File: src/rtl/eth_pkg.sv
// Shared Ethernet constants and the TX framer state type, used by both TX and RX paths.
package eth_pkg;

    localparam logic [1:0]  PREAMBLE_DIBIT  = 2'b01;
    localparam logic [7:0]  SFD_BYTE        = 8'hD5;

    localparam logic [31:0] CRC32_POLY_REFL = 32'hEDB88320;
    localparam logic [31:0] CRC32_INIT      = 32'hFFFFFFFF;
    localparam logic [31:0] CRC32_RESIDUE   = 32'hDEBB20E3;

    typedef enum logic [2:0] {
        ST_IDLE,
        ST_PRE,
        ST_SFD,
        ST_DATA,
        ST_PAD,
        ST_FCS,
        ST_IFG,
        ST_DRAIN
    } tx_state_e;

endpackage

File: src/rtl/crc32_d8.sv
// Byte-wide next-state function of the reflected Ethernet CRC-32 (purely combinational).
module crc32_d8
    import eth_pkg::*;
(
    input  logic [31:0] crc,
    input  logic [7:0]  data,
    output logic [31:0] crc_next
);

    always_comb begin
        logic [31:0] c;
        c = crc ^ {24'd0, data};
        for (int unsigned i = 0; i < 8; i++) begin
            c = c[0] ? ((c >> 1) ^ CRC32_POLY_REFL) : (c >> 1);
        end
        crc_next = c;
    end

endmodule

File: src/rtl/rmii_tx_framer.sv
// RMII 100 Mb/s transmit framer: preamble/SFD, payload with zero padding, FCS, IFG,
// one dibit per phy_tx_clk; underruns abort the frame and drain the rest of it.
module rmii_tx_framer
    import eth_pkg::*;
#(
    parameter int unsigned PREAMBLE_BYTES  = 7,
    parameter int unsigned MIN_FRAME_BYTES = 60,
    parameter int unsigned IFG_DIBITS      = 48
)(
    input  logic       phy_tx_clk,
    input  logic       reset_n,
    input  logic [7:0] s_data,
    input  logic       s_valid,
    input  logic       s_last,
    output logic       s_ready,
    output logic [1:0] phy_tx_data,
    output logic       phy_tx_en,
    output logic       tx_busy,
    output logic       tx_done,
    output logic       tx_underrun
);

    localparam logic [5:0]  PRE_LAST = 6'(PREAMBLE_BYTES * 4 - 1);
    localparam logic [5:0]  IFG_LAST = 6'(IFG_DIBITS - 1);
    localparam logic [5:0]  FCS_LAST = 6'd15;
    localparam logic [10:0] MIN_CNT  = 11'(MIN_FRAME_BYTES);

    tx_state_e   state_q, state_d;
    logic [1:0]  dib_q, dib_d;
    logic [5:0]  cnt_q, cnt_d;
    logic [10:0] byte_cnt_q, byte_cnt_d;
    logic [7:0]  sreg_q, sreg_d;
    logic [31:0] crc_q, crc_d;
    logic        last_q, last_d;

    logic        load;
    logic [7:0]  load_byte;
    logic [31:0] crc_next;
    logic        fetch;

    logic        s_ready_d, phy_tx_en_d, tx_busy_d, tx_done_d, tx_underrun_d;
    logic [1:0]  phy_tx_data_d;

    crc32_d8 u_crc32_d8 (
        .crc      (crc_q),
        .data     (load_byte),
        .crc_next (crc_next)
    );

    // State and counters describe the dibit on the wire; outputs are registered
    // from the next-state values so they line up with it.
    always_ff @(posedge phy_tx_clk or negedge reset_n) begin
        if (!reset_n) begin
            state_q     <= ST_IDLE;
            dib_q       <= '0;
            cnt_q       <= '0;
            byte_cnt_q  <= '0;
            sreg_q      <= '0;
            crc_q       <= CRC32_INIT;
            last_q      <= 1'b0;
            s_ready     <= 1'b0;
            phy_tx_data <= '0;
            phy_tx_en   <= 1'b0;
            tx_busy     <= 1'b0;
            tx_done     <= 1'b0;
            tx_underrun <= 1'b0;
        end else begin
            state_q     <= state_d;
            dib_q       <= dib_d;
            cnt_q       <= cnt_d;
            byte_cnt_q  <= byte_cnt_d;
            sreg_q      <= sreg_d;
            crc_q       <= crc_d;
            last_q      <= last_d;
            s_ready     <= s_ready_d;
            phy_tx_data <= phy_tx_data_d;
            phy_tx_en   <= phy_tx_en_d;
            tx_busy     <= tx_busy_d;
            tx_done     <= tx_done_d;
            tx_underrun <= tx_underrun_d;
        end
    end

    always_comb begin
        state_d    = state_q;
        dib_d      = dib_q;
        cnt_d      = cnt_q;
        byte_cnt_d = byte_cnt_q;
        sreg_d     = sreg_q;
        crc_d      = crc_q;
        last_d     = last_q;
        load       = 1'b0;
        load_byte  = 8'h00;
        fetch      = (dib_q == 2'd3) &&
                     ((state_q == ST_SFD) || ((state_q == ST_DATA) && !last_q));

        unique case (state_q)
            ST_IDLE: begin
                if (s_valid) begin
                    state_d = ST_PRE;
                    cnt_d   = '0;
                end
            end
            ST_PRE: begin
                crc_d      = CRC32_INIT;
                byte_cnt_d = '0;
                last_d     = 1'b0;
                if (cnt_q == PRE_LAST) begin
                    state_d = ST_SFD;
                    dib_d   = '0;
                    sreg_d  = SFD_BYTE;
                end else begin
                    cnt_d = cnt_q + 6'd1;
                end
            end
            ST_SFD, ST_DATA, ST_PAD: begin
                if (dib_q != 2'd3) begin
                    dib_d  = dib_q + 2'd1;
                    sreg_d = sreg_q >> 2;
                end else if (fetch) begin
                    if (s_valid) begin
                        state_d   = ST_DATA;
                        load      = 1'b1;
                        load_byte = s_data;
                        last_d    = s_last;
                    end else begin
                        state_d = ST_DRAIN;
                    end
                end else if (byte_cnt_q < MIN_CNT) begin
                    state_d = ST_PAD;
                    load    = 1'b1;
                end else begin
                    state_d = ST_FCS;
                    cnt_d   = '0;
                end
            end
            ST_FCS: begin
                crc_d = crc_q >> 2;
                if (cnt_q == FCS_LAST) begin
                    state_d = ST_IFG;
                    cnt_d   = '0;
                end else begin
                    cnt_d = cnt_q + 6'd1;
                end
            end
            ST_IFG: begin
                if (cnt_q == IFG_LAST) begin
                    state_d = s_valid ? ST_PRE : ST_IDLE;
                    cnt_d   = '0;
                end else begin
                    cnt_d = cnt_q + 6'd1;
                end
            end
            ST_DRAIN: begin
                if (s_valid && s_last) begin
                    state_d = ST_IFG;
                    cnt_d   = '0;
                end
            end
            default: state_d = ST_IDLE;
        endcase

        if (load) begin
            dib_d  = '0;
            sreg_d = load_byte;
            crc_d  = crc_next;
            if (byte_cnt_q != '1) begin
                byte_cnt_d = byte_cnt_q + 11'd1;
            end
        end
    end

    always_comb begin
        phy_tx_en_d   = 1'b0;
        phy_tx_data_d = 2'b00;
        s_ready_d     = 1'b0;
        tx_busy_d     = (state_d != ST_IDLE);
        tx_done_d     = 1'b0;
        tx_underrun_d = fetch && !s_valid;

        unique case (state_d)
            ST_PRE: begin
                phy_tx_en_d   = 1'b1;
                phy_tx_data_d = PREAMBLE_DIBIT;
            end
            ST_SFD: begin
                phy_tx_en_d   = 1'b1;
                phy_tx_data_d = sreg_d[1:0];
                s_ready_d     = (dib_d == 2'd3);
            end
            ST_DATA: begin
                phy_tx_en_d   = 1'b1;
                phy_tx_data_d = sreg_d[1:0];
                s_ready_d     = (dib_d == 2'd3) && !last_d;
            end
            ST_PAD: begin
                phy_tx_en_d   = 1'b1;
                phy_tx_data_d = sreg_d[1:0];
            end
            ST_FCS: begin
                phy_tx_en_d   = 1'b1;
                phy_tx_data_d = ~crc_d[1:0];
                tx_done_d     = (cnt_d == FCS_LAST);
            end
            ST_DRAIN: s_ready_d = 1'b1;
            default: ;
        endcase
    end

endmodule
File: config.mk
export PLATFORM = sky130hd
export DESIGN_NAME = rmii_tx_framer
export DESIGN_NICKNAME = d
export VERILOG_FILES = /design/src/rtl/eth_pkg.sv /design/src/rtl/crc32_d8.sv /design/src/rtl/rmii_tx_framer.sv
export SDC_FILE = /design/constraint.sdc
export NUM_CORES = 1
export LEC_CHECK = 0
export BUFFER_PORTS_ARGS = -buffer_cell sky130_fd_sc_hd__buf_2
export CORE_ASPECT_RATIO = 1.2
export CORE_MARGIN = 2
export CORE_UTILIZATION = 45
export CTS_CLUSTER_SIZE = 20
export DETAILED_ROUTE_END_ITERATION = 7
export PLACE_DENSITY = 0.72
export RECOVER_POWER = 50
export SYNTH_ARGS = -nofsm -noshare
export SYNTH_HDL_FRONTEND = slang
export SYNTH_SLANG_ARGS = --single-unit
File: constraint.sdc
create_clock -name phy_tx_clk -period 3.7 [get_ports phy_tx_clk]
set_clock_uncertainty 0.1 [all_clocks]
set_input_delay 0.925 -clock phy_tx_clk [delete_from_list [all_inputs] [get_ports phy_tx_clk]]
set_output_delay 0.925 -clock phy_tx_clk [all_outputs]
set_load 0.03 [all_outputs]
==> metrics list <==
* Proportion of synthesized chip area in sequential cells: 0.349
- Final worst setup slack: slightly above 0.7 ns
- The portion of synthesized area spent on multiplexers is 0.00396.
* Maximum cell stage delay along the critical path: around 0.7 ns
- Dominant combinational cell family by area after synthesis: compound AO/OA/AOI/OAI gates
- At the worst endpoint, the required time is roughly 3.8 ns.
- IO Pins: 19
- Excluding fillers, the count of instances in the completed layout stands at 672.
- IR analysis of the VDD net gives a maximum drop of around 0.23 mV.
* Yosys warning total: 0
- Detailed-route wire length: between 10000 and 15000 um
* Cell area reported after detailed placement: about 0.0052 mm^2
* Final cycle utilization of the critical path: 0.807
- WL per Instance: approximately 19 um
- Timing analysis after detailed placement gives a worst setup slack of 0.677 ns.
- CTS built an H-tree with a depth of 3.
- The cell count after synthesis came out at ~540.
* Area growth from synthesis to final layout: 7.74%
- Of the total synthesized cell area, the portion taken by full adders, half adders and majority gates is 0.00495.
- FF/Latch Area: approximately 0.0018 mm^2
- Headroom to the max-slew limit came out at -0.0245.
- After filler insertion, the fill cell instance count of the layout stands at a little over 1000.
- In this run the vertical extent of the chip is 120 um.
- Post-DP HPWL: ~9400 um
- Of the total synthesized cell area, the portion taken by AND, OR, NAND and NOR gates is 0.197.
- Of all nets on the critical path, the largest fanout is 19.
- Post-DR vias/cell: about 6.1
- The die covers roughly 0.012 mm^2.
- The synthesized design contains 0 enable-type register cells.
- The final count of hold timing violations is 0.
- Once layout is done, the placed cells without fillers occupy around 0.0055 mm^2.
* Total design power: about 1.6 mW
* 1st-pass router iterations: 5
* Fmax: 335 MHz
- Vias: a little over 4000
* Area occupied by multi-input gates: 0.00306 mm^2
- Max cap viols: 1
- The worst path in the final design needs a cycle of 2.99 ns, including I/O delays and setup.
- Averaged over all synthesized cells, the footprint is 9.39 um^2.
- Result of the run: finished with violations
- Among all flip-flop cells after synthesis, the most frequent one is dfrtp_1.
* Routability congestion estimate: a little over 1
- Async SR Flop Fraction: 1.00
- In the final layout, the share of cells above drive strength 1 is 0.167.
* Clock-pin transition on the worst setup and hold timing paths: roughly 0.060 ns
- The number of global-route vias before repair is between 4000 and 5000.
* Synthesized cell area: 0.00506 mm^2
* Cells along the critical path: and2_0 -> nor3_4 -> o31ai_1 -> o21a_1 -> o211ai_1 -> a22o_1
- Setup repair after global routing missed its margin: no
- After detailed routing, the number of remaining DRC violations is 0.
- Setup Fix Bufs, Post-CTS: 0
* Parity-gate share of the synthesized area counting xor and xnor cells: 0.197
- Maximum clock insertion buffer count: 2
* Violations in the final reports: capacitance limit, slew limit
- For this run, the total global-route usage over all layers was measured as 0.223.
* Post-synthesis sequential element count: 69
- For the worst setup path, the data arrival time is between 3 and 4 ns.
- The later pin in the worst-skew pair is clocked with a latency of ~0.34 ns.
- Compound-Gate Fraction of Synth Area: 0.198
- Core Util, Final: 0.496
* TritonCTS clock tree: yes
- Global-route congestion overflow total: 0
- In this run, distinct cell masters in the synthesized netlist total 78.
* Reported leakage power: 2.25 nW
* Worst Tran Pin Value: about 1.5 ns
- The first global-routing pass estimated roughly 21000 um of wire.
* First DRT Iteration DRCs: about 230
- Number of buffers added to fix hold violations after cts: 0
- Cell row count: 42
- Among cell families on the critical path, the largest total delay comes from compound AO/OA/AOI/OAI gates.
- Dividing total power by cell area gives a power density of approximately 300 mW/mm^2.
* Initial antenna violation count: 0
- Once placement completed, the tool counted placed cells totaling roughly 660.
* Final nets: 549
- The floorplan step defined a core boundary enclosing roughly 0.011 mm^2.
- In this run the horizontal extent of the chip is between 100 and 150 um.
- The clock drives 69 sinks.
- IO buf count: 18
* Register-to-register setup slack: 0.71 ns
- Max-slew violation total from the final report: 29
* Total CTS buffers: 9
- Setup violations remaining at the end of the flow were counted as 0.
- The detail route stage leaves a number of antenna-violating nets equal to 0.
- The number of antenna diodes in the final layout is 0.
- Kind of end point of the critical path: flop
- Largest net degree at the start of global routing: roughly 50
- The worst setup path is launched from a flop.
- Buffers & Inverters on Critical Path: 0
* Worst hold path class: reg2reg
- Across all hold checks on the routed design, the worst slack comes to 0.381 ns.
* Post-cts repair resize count: 0
- Library cell contributing the largest single delay on the critical path: dfrtp_1
- The setup path with the least slack is of type reg2reg.
- For this configuration, the core starts out at a cell density of 0.461.
- Clock root cell: clkbuf_16
* Nets in the synthesized netlist: ~550
- Post-Route Setup TNS: 0 ns
==> worst reg2reg max path: cells and delay by family, from the launching register on <==
family | cells | cell delay, ns
compound gates | 4 | 1.21
simple gates | 2 | 0.86
flops | 1 | 0.70
==> routing by layer <==
metal	global-route usage	part of all wire	wire [um]
met5	0	0	0
met4	0.0959	0.028	358
met3	0.0338	0.044	566
met2	0.371	0.51	6540
met1	0.286	0.41	5270
==> placed cells by master, fill, tap and decap left out, types with 5 or more instances in the layout <==
master and n:
a21oi_1 16, a21o_1 7, nor4_1 5, or3_1 5, dfstp_2 32, nand3b_1 24, xnor2_1 57, o21ai_0 10
o21ai_1 36, nor2_1 21, clkbuf_16 9, and3_1 7, nand2_1 45, nand4_1 7, nand2b_1 5, xor2_1 33
o211ai_1 24, buf_2 15, buf_4 7, inv_1 11, clkbuf_1 8, a31oi_1 7, dfrtp_1 37, nand3_1 14
==> synth_stat cells, drive strengths merged, types with 5 or more instances <==
master  number  area, um^2
nand3       15        80.1
a21oi       16        80.1
nand3b      24         180
o21ai       47         239
nand4        8        56.3
dfrtp       37         926
clkbuf      21        78.8
or3          5        31.3
nor3         5        36.3
dfstp       32         841
nor2        22        85.1
a31oi        7        43.8
xnor2       62         592
nor4         8        77.6
a21o         7        52.6
buf         21         130
inv         11        41.3
nand2       45         169
and2         5        31.3
and3         7        43.8
xor2        34         317
o211ai      24         180
nand2b       6        45.0
==> cell families after synthesis <==
| group | after synthesis |
|---|---|
| simple gates | 169 |
| compound gates | 144 |
| xor+xnor | 100 |
| flops | 69 |
| buf+inv | 53 |
| mux | 2 |
| fa+ha+maj | 2 |
==> where the power goes <==
part	total (mW)	internal (mW)	switching, mW
Sequential	0.757	0.757	0
Combinational	0.0564	0.0169	0.0395
Clock	0.799	0.488	0.311
Total	1.61	1.26	0.350
==> cell type report <==
| type | count | share of cell area |
|---|---|---|
| Clock inverter | 2 | 0.00184 |
| Tap cell | 132 | 0.0303 |
| Multi-Input combinational cell | 417 | 0.561 |
| Sequential cell | 69 | 0.324 |
| Inverter | 11 | 0.00758 |
| Timing Repair Buffer | 27 | 0.0269 |
| Clock buffer | 14 | 0.0484 |
==> final timing paths <==
| kind | start | end | depth (start not counted) |
|---|---|---|---|
| min | sreg_q[4] | sreg_q[4] | 2 |
| max reg2reg | state_q[0] | phy_tx_data[0] | 6 |
| min in group asynchronous | reset_n | tx_underrun | 1 |
| max | state_q[0] | phy_tx_data[0] | 6 |
| min reg2reg | sreg_q[4] | sreg_q[4] | 2 |
| max in group asynchronous | reset_n | phy_tx_data[0] | 2 |
==> registers in the layout (all words and copies together), names as in the netlist <==
register / flops
last_q: 1
phy_tx_en: 1
tx_done: 1
cnt_q: 6
crc_q: 32
s_ready: 1
tx_underrun: 1
byte_cnt_q: 11
phy_tx_data: 2
tx_busy: 1
state_q: 3
dib_q: 2
sreg_q: 7
(Power assumes the default switching activity.)
